<file path="config.mk">
export PLATFORM = sky130hd
export DESIGN_NAME = i2s_audio_tx
export DESIGN_NICKNAME = d
export VERILOG_FILES = /design/src/rtl/i2s_audio_tx.sv
export SDC_FILE = /design/constraint.sdc
export NUM_CORES = 1
export LEC_CHECK = 0
export ABC_AREA = 1
export CAP_MARGIN = 15
export CORE_ASPECT_RATIO = 1.4
export CORE_MARGIN = 10
export CORE_UTILIZATION = 26
export DETAILED_ROUTE_END_ITERATION = 8
export HOLD_SLACK_MARGIN = 0.02
export SYNTH_ARGS = -nofsm -noshare
export SYNTH_HDL_FRONTEND = slang
export SYNTH_SLANG_ARGS = --single-unit
</file>
<file path="constraint.sdc">
create_clock -name clk_sys -period 4.74 [get_ports clk_sys]
set_input_delay 0.474 -clock clk_sys [delete_from_list [all_inputs] [get_ports clk_sys]]
set_output_delay 0.474 -clock clk_sys [all_outputs]
set_load 0.005 [all_outputs]
</file>
<file path="src/rtl/i2s_audio_tx.sv">
// -----------------------------------------------------------------------------
// i2s_audio_tx
//   Serialises a stereo PCM pair onto a Philips-format I2S DAC interface.
//   BCK and LRCK are derived from clk_sys; each frame carries 32 bit clocks
//   (16 per channel) with the one-BCK data delay standard I2S requires.
//   Samples enter through a single-entry pending buffer and are moved into
//   the shifting ("active") pair at the start of each frame.
//
// Parameters
//   CLK_DIV   system clocks per BCK half-period (>= 2)
//   AUDIO_DW  bits per channel (only 16 is supported)
//
// Ports
//   clk_sys   system clock, all logic on the rising edge
//   reset_n   synchronous active-low reset
//   in_left   left sample (two's complement)
//   in_right  right sample (two's complement)
//   in_valid  sample pair presented
//   in_ready  pending buffer empty
//   underrun  one-clock pulse: a frame started with no pending sample
//   I2S_BCK   bit clock
//   I2S_LRCK  word select, 0 = left, 1 = right
//   I2S_DATA  serial data, MSB first
//
// Build option
//   I2S_MUTE_ON_UNDERRUN_EN  when defined, an underrun frame is silent;
//                            otherwise the last pair is repeated.
//
// Handshake: a pair transfers on a clk_sys rising edge where in_valid and
// in_ready are both 1. in_ready is 1 exactly when the pending buffer is
// empty; it drops the clock after a transfer and rises again the clock after
// the frame load that empties the buffer. in_valid while in_ready is 0 is
// ignored, so the source must hold its pair until it is taken.
// -----------------------------------------------------------------------------
module i2s_audio_tx #(
   parameter int CLK_DIV  = 16,
   parameter int AUDIO_DW = 16
) (
   input  logic                clk_sys,
   input  logic                reset_n,
   input  logic [AUDIO_DW-1:0] in_left,
   input  logic [AUDIO_DW-1:0] in_right,
   input  logic                in_valid,
   output logic                in_ready,
   output logic                underrun,
   output logic                I2S_BCK,
   output logic                I2S_LRCK,
   output logic                I2S_DATA
);

   localparam int DIV_W = (CLK_DIV > 1) ? $clog2(CLK_DIV) : 1;

   logic [DIV_W-1:0]    div_cnt;
   logic [4:0]          slot;
   logic [AUDIO_DW-1:0] active_l;
   logic [AUDIO_DW-1:0] active_r;
   logic [AUDIO_DW-1:0] pend_l;
   logic [AUDIO_DW-1:0] pend_r;
   logic                pend_full;

   logic       div_tc;
   logic       fall_tick;
   logic       frame_load;
   logic [4:0] slot_next;
   logic [3:0] bit_idx;
   logic       data_next;

   assign div_tc     = (div_cnt == DIV_W'(CLK_DIV - 1));
   // The cycle on which BCK is driven 1->0: the only cycle the slot,
   // LRCK and DATA move, so they are settled long before the next rise.
   assign fall_tick  = div_tc & I2S_BCK;
   assign frame_load = fall_tick & (slot == 5'd31);
   assign slot_next  = slot + 5'd1;
   assign in_ready   = ~pend_full;

   // Left bit for slot s is 16-s, right bit is 32-s; both are (-s) mod 16,
   // so a single 4-bit index serves both halves of the frame.
   assign bit_idx = ~slot_next[3:0] + 4'd1;

   always_comb begin
      data_next = 1'b0;
      if (slot_next == 5'd0) begin
         // One-bit I2S delay: slot 0 carries the LSB of the right word that
         // was shifting in the frame just ending (the value before the load).
         data_next = active_r[0];
      end else if (slot_next <= 5'd16) begin
         data_next = active_l[bit_idx];
      end else begin
         data_next = active_r[bit_idx];
      end
   end

   always_ff @(posedge clk_sys) begin
      if (!reset_n) begin
         div_cnt   <= '0;
         slot      <= 5'd31;
         active_l  <= '0;
         active_r  <= '0;
         pend_l    <= '0;
         pend_r    <= '0;
         pend_full <= 1'b0;
         underrun  <= 1'b0;
         I2S_BCK   <= 1'b0;
         I2S_LRCK  <= 1'b0;
         I2S_DATA  <= 1'b0;
      end else begin
         underrun <= 1'b0;

         if (div_tc) begin
            div_cnt <= '0;
            I2S_BCK <= ~I2S_BCK;
         end else begin
            div_cnt <= div_cnt + 1'b1;
         end

         if (fall_tick) begin
            slot     <= slot_next;
            I2S_LRCK <= slot_next[4];
            I2S_DATA <= data_next;
         end

         // The load only sees the buffer as it was before this edge: a pair
         // accepted on the same edge waits in pending for the next frame.
         if (frame_load) begin
            if (pend_full) begin
               active_l  <= pend_l;
               active_r  <= pend_r;
               pend_full <= 1'b0;
            end else begin
               underrun <= 1'b1;
`ifdef I2S_MUTE_ON_UNDERRUN_EN
               active_l <= '0;
               active_r <= '0;
`endif
            end
         end

         // Accept needs an empty buffer, so it never collides with a load
         // that is emptying a full one.
         if (in_valid && in_ready) begin
            pend_l    <= in_left;
            pend_r    <= in_right;
            pend_full <= 1'b1;
         end
      end
   end

endmodule
</file>
Word level (Yosys, flattened, before mapping)
Index checks and enable logic that the tools add are counted.
Widths: inputs -> output; s select.

storage, ports and cells
  flip-flop bits (word level) = 78
  input bits = 35
  output and inout bits = 5
  word-level logic and storage cells = 39

cells by class
  add/sub/neg operators = 3
  $lt $le $gt $ge = 2
  equality and inequality tests = 2
  muxes and demuxes = 9
  bitwise operators = 6
  reduce and logical (&&, ||, !) cells = 6

operator list
  operator             number
  $add 4x1->4 const B  2
  $bmux 1 s4           2
  $mux 1               7
  $add 5x1->5 const B  1
  $eq 5x5->1 const B   1
  $le 5x5->1 const B   1
  $logic_not 5->1      1
  $lt 4x5->1 const B   1
  $eq 4x4->1 const B   1
  $not 4->4            1
  $reduce_and 2->1     2
  $not 1->1            3
  $and 1x1->1          2
  $reduce_bool 2->1    1
  $reduce_or 2->1      1
  $logic_and 1x1->1    1

Longest topological paths before layout
Gate-level depths: netlist (run 1).

  depth after elaboration = 7
  mapped depth = 14
  depth with buffers taken out = 13

Least setup slack after synthesis (run 1)
No wires, ideal clock.

  path kind = register -> register
  start point = register slot[0]
  end point = register I2S_DATA
  library setup time = 112 ps
  data arrival time = 1562 ps
  required time = 4628 ps
  slack = 3066 ps
  cell stages (with the launch flop) = 15
  path buffers = 1
  clock period less this slack = 1674 ps
  cell sequence = dfxtp_1 ha_1 buf_4 inv_2 nand2_2 nand2_1 inv_2 nand2_1 nand2_1 nand2_1 nand2_1 nand3_1 nand3_1 nand2_1 nand2_1

between the ends
  longest elaborated chain between the ends = 7
  elaborated cells on any way between the ends = 11
  classes of those cells = add/sub (2); order compare (1); mux (6); bitwise (1); reduce/logical (1)

ends and longest elaborated chain
  element                               line    source
  start, declared                       54      logic [4:0] slot;
  start signal, assigned                117     slot <= slot_next;
  $add 5x1->5 (*)                       73      assign slot_next = slot + 5'd1;
  via slot_next[1]                      64      logic [4:0] slot_next;
  $not 4->4                             78      assign bit_idx = ~slot_next[3:0] + 4'd1;
  $add 4x1->4                           78
  $bmux 1 s4, on equally long branches  89, 87
  $mux 1, on equally long branches      89, 87
  $mux 1                                86      end else if (slot_next <= 5'd16) begin
  $mux 1 (*)                            82      if (slot_next == 5'd0) begin
  end signal, assigned                  119     I2S_DATA <= data_next;
  end, declared                         48      output logic I2S_DATA

Mark *: on every way through the listed nets, which the timed path passes. The rest lies on a longest branch. The select of a mux whose other input is x is not followed.
A chain may end at the register's enable or synchronous reset.

Final worst setup path (run 1)
  start point = register slot[0]
  end point = register active_l[13]

between the ends
  longest elaborated chain between the ends = 3

ends and longest elaborated chain
  element                     line  source
  $eq 5x5->1                  72    assign frame_load = fall_tick & (slot == 5'd31);
  $and 1x1->1                 72
  $reduce_and 2->1 (no line)  n/a
  end signal, assigned        126   active_l <= pend_l;
  end, declared               55    logic [AUDIO_DW-1:0] active_l;

Every way passes these cells.

==> flow_metrics.env, run 1 <==
export IMPL_internal_power_w=0.00115
export IMPL_synth_cell_types=25
export IMPL_seq_power_share_pct=46.6
export IMPL_cts_made_buffers=9
export IMPL_dp_cells=625
export IMPL_leakage_nw=1.77
export IMPL_dr_wl_met2_um=3800
export IMPL_async_flop_share_pct=0
export IMPL_critPathRequiredTime_ps=4940
export IMPL_io_buffers=39
export IMPL_route_met3_wl_um=236
export IMPL_fmax_ghz=0.347
export IMPL_die_area_um2=17300
export IMPL_synth_common_cells="129 x nor2_1, 79 x nand2_1, 78 x dfxtp_1"
export IMPL_drt_pass1_iterations=6
export IMPL_worstSetupPathType="flip-flop to flip-flop"
export IMPL_grt_pass1_vias=2896
export IMPL_vias_per_cell=4.45
export IMPL_core_area_um2=12200
export IMPL_netlist_area_um2=3210
export IMPL_cts_setup_buffers=0
export IMPL_p_switching_w=0.000340
export IMPL_p_sw_share_pct=22.8
export IMPL_clock_sinks=78
export IMPL_synthAdderAreaFrac_pct=1.17
export IMPL_clkPwrFrac_pct=44.8
export IMPL_rr_startpoint="slot[0]"
export IMPL_hold_viol=0
export IMPL_fp_dieH_um=152
export IMPL_synth_xor_area_share_pct=0.273
export IMPL_arrival_ps=3080
export IMPL_crit_path_end="active_l[13]"
export IMPL_max_cap_violations=0
export IMPL_clk_latency_ps=330
export IMPL_endpoint_kind="flip-flop"
export IMPL_crit_path_start_kind="flip-flop"
export IMPL_cts_clk_slew_worst_paths_ps=60
export IMPL_grt_use_total_pct=9.15
export IMPL_max_slew_margin_rel_pct=34.5
export IMPL_seq_area_frac_synth_pct=48.6
export IMPL_crit_fanout=42
export IMPL_synth_edf_count=0
export IMPL_fp_row_count=48
export IMPL_avgSynthCellArea_um2=7.05
export IMPL_status="finished, final reports clean"
export IMPL_drc=0
export IMPL_combPwrFrac_pct=8.6
export IMPL_synth_simple_area_share_pct=29.1
export IMPL_nets=524
export IMPL_r2r_end="active_l[13]"
export IMPL_netlist_area_leader_share_pct=48.6
export IMPL_htree_levels=3
export IMPL_vias=2846
export IMPL_skew_ps=6.01
export IMPL_antenna_found_initial=0
export IMPL_io_pins=40
export IMPL_clk_path_buf_depth=2
export IMPL_fin_cells=640
export IMPL_synth_top_family_by_area="simple AND/OR/NAND/NOR gates"
export IMPL_cts_tree="done"
export IMPL_initial_core_util_pct=26.4
export IMPL_diodes=0
export IMPL_synth_compound_area_share_pct=13.9
export IMPL_grt_max_degree=68
export IMPL_areaGrowthSynthToFinish_pct=24.3
export IMPL_ys_ff_latch=78
export IMPL_cts_resized=0
export IMPL_drt_met1_wl_um=3200
export IMPL_power_density_nw_per_um2=374
export IMPL_syn_inst=456
export IMPL_synth_area_leaders="dfxtp_1 49%, nor2_1 15%, o21ai_0 11%"
export IMPL_detail_route_antenna_nets=0
export IMPL_tns_ps=0
export IMPL_first_iter_violations=97
export IMPL_wl_per_cell_um=11.7
export IMPL_crit_path_start="slot[0]"
export IMPL_yosys_warnings=0
export IMPL_synth_fp_nets=494
export IMPL_grt_pass1_wl_um=13000
export IMPL_ff2ff_path_depth=9
export IMPL_root_buffer="clkbuf_16"
export IMPL_die_x_um=114
export IMPL_cts_hold_buf=0
export IMPL_rsz0062_at_grt="no"
export IMPL_setup_viol=0
export IMPL_maxSlewViolCount=0
export IMPL_hold_path_class="flip-flop to flip-flop"
export IMPL_synth_most_common_cell="nor2_1"
export IMPL_drive_gt1_share_pct=5.51
export IMPL_gp_congestion=0.867
export IMPL_dp_hpwl_um=5230
export IMPL_synth_mux_area_share_pct=0
export IMPL_grt_overflow=0
export IMPL_fin_crit_sh_pct=60.8
export IMPL_post_synth_top_area_cell="dfxtp_1"
export IMPL_irDropWorstVdd_mv=0.180
export IMPL_period_minus_slack_ps=2880
export IMPL_dr_max_layer_used="met4"
export IMPL_wl_um=7480
export IMPL_ys_flop_type="dfxtp_1"
export IMPL_fill_cells=1299
export IMPL_worst_pin_slew_ps=981
export IMPL_regToRegSetupSlack_ps=1860
[sequential cells by signal, summed over array words and instances, names as in the netlist]
name / cells
active_r: 16
I2S_DATA: 1
pend_full: 1
pend_r: 16
active_l: 16
div_cnt: 4
I2S_BCK: 1
underrun: 1
I2S_LRCK: 1
pend_l: 16
slot: 5
[how the worst min path moves through the flow]
stage / startpoint / to / cells after the start / slack, ps
final: div_cnt[0] / div_cnt[0] / 1 / 450
after detailed placement: div_cnt[0] / div_cnt[0] / 1 / 440
after global routing: div_cnt[0] / div_cnt[0] / 1 / 470
after CTS: div_cnt[0] / div_cnt[0] / 1 / 450
after global placement: div_cnt[0] / div_cnt[0] / 1 / 430
after floorplan: div_cnt[0] / div_cnt[0] / 1 / 420
[power by group through the flow]
stage	Sequential [W]	Clock (W)	Combinational (W)
after floorplan	0.000704	0	0.0000817
after global placement	0.000710	0	0.000127
after detailed placement	0.000710	0	0.000129
after CTS	0.000696	0.000686	0.000130
after global routing	0.000699	0.000709	0.000148
final	0.000696	0.000669	0.000128
[placed cells by master (no fill, tap or decap), types with 2 or more instances in the layout]
| master | n |
|---|---|
| nand2_1 | 79 |
| inv_1 | 25 |
| nor2_1 | 129 |
| nand3_1 | 17 |
| buf_4 | 3 |
| clkdlybuf4s50_1 | 39 |
| clkinv_2 | 2 |
| a21oi_1 | 13 |
| o21ai_0 | 71 |
| dfxtp_1 | 78 |
| nand4_1 | 2 |
| ha_1 | 3 |
| a22oi_1 | 2 |
| clkbuf_16 | 9 |
| inv_2 | 5 |
[layer usage]
| metal | track usage (%) | up-vias |
|---|---|---|
| li1 | - | 1510 |
| met5 | 0 | - |
| met2 | 15.6 | 43 |
| met4 | 5.90 | 0 |
| met3 | 2.01 | 15 |
| met1 | 10.0 | 1278 |
[critical path: stages (launching register included)]
cell     delay [ps]
dfxtp_1         570
ha_1            280
nand2_1          90
nor2_1          110
ha_1            150
inv_1            70
nor3_4          620
inv_2           470
o21ai_0         310
a21oi_1          70
[final cells by class]
type	count	area (µm²)	share of cell area, %
Timing Repair Buffer	42	413	10.3
Tap cell	150	188	4.70
Clock inverter	4	47.5	1.19
Clock buffer	11	243	6.08
Sequential cell	78	1560	39.1
Inverter	30	113	2.82
Multi-Input combinational cell	325	1430	35.8
[kinds of logic after synthesis]
kind of cell / Yosys count
XOR/XNOR: 1
flip-flops: 78
AO/OA/AOI/OAI: 88
buffers and inverters: 53
AND/OR/NAND/NOR: 233
adder cells (fa/ha/maj): 3
[metrics by stage]
step | utilization [%] | hold WS, ps | worst slack (ps) | power, W | instance area, µm²
floorplan | - | 418 | 3070 | 0.000786 | 3210
global placement | 30.4 | 430 | 2010 | 0.000837 | 3700
detailed placement | 30.4 | 443 | 1890 | 0.000839 | 3700
CTS | 32.8 | 453 | 1810 | 0.00151 | 3990
global route | 32.8 | 472 | 1490 | 0.00156 | 3990
finish | 32.8 | 448 | 1860 | 0.00149 | 3990
Note: power is estimated with default switching activity, not from simulation.
==> run 2, diff against run 1 <==
- clock period: 4.74 -> 2.5 ns (I/O delays scaled with it)
==> flow_metrics.env, run 2 (synthesized netlist as in run 1, its figures left out) <==
export IMPL_clock_sinks=78
export IMPL_period_minus_slack_ps=2150
export IMPL_crit_fanout=18
export IMPL_cts_tree="done"
export IMPL_dp_cells=627
export IMPL_power_density_nw_per_um2=742
export IMPL_cts_made_buffers=9
export IMPL_path_delay_family="simple AND/OR/NAND/NOR gates"
export IMPL_wl_per_cell_um=11.7
export IMPL_initial_core_util_pct=26.4
export IMPL_crit_path_start_kind="flip-flop"
export IMPL_fin_cells=643
export IMPL_setup_viol=0
export IMPL_antenna_found_initial=0
export IMPL_status="finished, final reports clean"
export IMPL_cts_clk_slew_worst_paths_ps=60
export IMPL_path_cells="ha_1 > inv_2 > nand2_2 > nand2_1 > inv_2 > nand2_1 > nand2_1 > nand2_1 > nand2_1 > nand3_1 > nand3_1 > nand2_1 > nand2_1"
export IMPL_cts_hold_buf=0
export IMPL_core_area_um2=12200
export IMPL_max_cap_violations=0
export IMPL_skew_ps=5.11
export IMPL_wl_um=7500
export IMPL_total_power_w=0.00301
export IMPL_grt_pass1_wl_um=13000
export IMPL_gp_congestion=0.862
export IMPL_critPathRequiredTime_ps=2780
export IMPL_worst_pin_slew_ps=1010
export IMPL_vias_per_cell=4.50
export IMPL_hold_viol=0
export IMPL_first_iter_violations=159
export IMPL_tns_ps=0
export IMPL_maxSlewViolCount=0
export IMPL_die_x_um=114
export IMPL_placedInstanceArea_um2=3720
export IMPL_fmax_ghz=0.465
export IMPL_io_buffers=39
export IMPL_diodes=0
export IMPL_layout_cells_most_common="nor2_1"
export IMPL_grt_use_total_pct=9.30
export IMPL_max_slew_margin_rel_pct=32.5
export IMPL_drt_pass1_iterations=4
export IMPL_clk_latency_ps=330
export IMPL_hold_path_class="flip-flop to flip-flop"
export IMPL_htree_levels=3
export IMPL_worstSetupPathType="flip-flop to flip-flop"
export IMPL_stdcell_area_um2=4050
export IMPL_fin_crit_sh_pct=86.0
export IMPL_detail_route_antenna_nets=0
export IMPL_cpPeakStageDelay_ps=640
export IMPL_drive_gt1_share_pct=5.68
export IMPL_die_area_um2=17300
export IMPL_vias=2893
export IMPL_worst_path_buf_inv=2
export IMPL_fp_dieH_um=152
export IMPL_areaGrowthSynthToFinish_pct=26.1
export IMPL_nets=526
export IMPL_final_cell_mix="129 x nor2_1, 79 x nand2_1, 78 x dfxtp_1, 71 x o21ai_0, 39 x clkdlybuf4s50_1"
export IMPL_drc=0
export IMPL_leakage_nw=1.80
export IMPL_cts_setup_buffers=0
export IMPL_dp_hpwl_um=5360
export IMPL_crit_top_cell="nand2_1"
export IMPL_cts_resized=0
export IMPL_grt_max_degree=43
export IMPL_io_pins=40
export IMPL_clk_path_buf_depth=2
export IMPL_grt_overflow=0
export IMPL_endpoint_kind="flip-flop"
export IMPL_root_buffer="clkbuf_16"
export IMPL_critPathSlowestCell="ha_1"
export IMPL_rsz0062_at_grt="no"
export IMPL_irDropWorstVdd_mv=0.355
export IMPL_arrival_ps=2430
export IMPL_fp_row_count=48
export IMPL_grt_pass1_vias=2881
-- run 2: layout make-up --
class,count,area [µm²]
Clock buffer,12,236
Multi-Input combinational cell,325,1430
Clock inverter,4,95.1
Inverter,30,113
Tap cell,150,188
Fill cell,1306,8140
Timing Repair Buffer,44,428
Sequential cell,78,1560
-- run 2: metrics by stage --
step	setup slack [ps]	util (%)	hold WS, ps
2_1_floorplan	826	-	385
3_3_place_gp	440	30.5	434
3_5_place_dp	370	30.5	435
4_1_cts	358	33.2	448
5_1_grt	4.61	33.2	472
6_report	350	33.2	446
-- run 2: routing by layer --
layer  track usage (%)  vias up  share of wire, %  wire, µm
met5                 0        -                 0         0
met4              5.40        0               2.2       165
met3              2.56       12               4.0       299
met2              16.4       39                52      3910
met1              9.68     1324                42      3120
li1                  -     1518                 -         -
-- run 2: worst paths after layout --
kind                    from         end  slack (ps)  cells past startpoint
hold / removal    div_cnt[0]  div_cnt[0]         450                      1
setup / recovery     slot[1]    I2S_DATA         350                     13
hold reg to reg   div_cnt[0]  div_cnt[0]         450                      1
setup reg to reg     slot[1]    I2S_DATA         350                     13
-- run 2: where the power goes --
| part | total (W) | leakage, nW | switching [W] | internal, W |
|---|---|---|---|---|
| Clock | 0.00145 | 0.161 | 0.000472 | 0.000974 |
| Sequential | 0.00132 | 0.637 | 0.0000239 | 0.00129 |
| Combinational | 0.000246 | 1.00 | 0.000140 | 0.000106 |
| Total | 0.00301 | 1.80 | 0.000635 | 0.00237 |
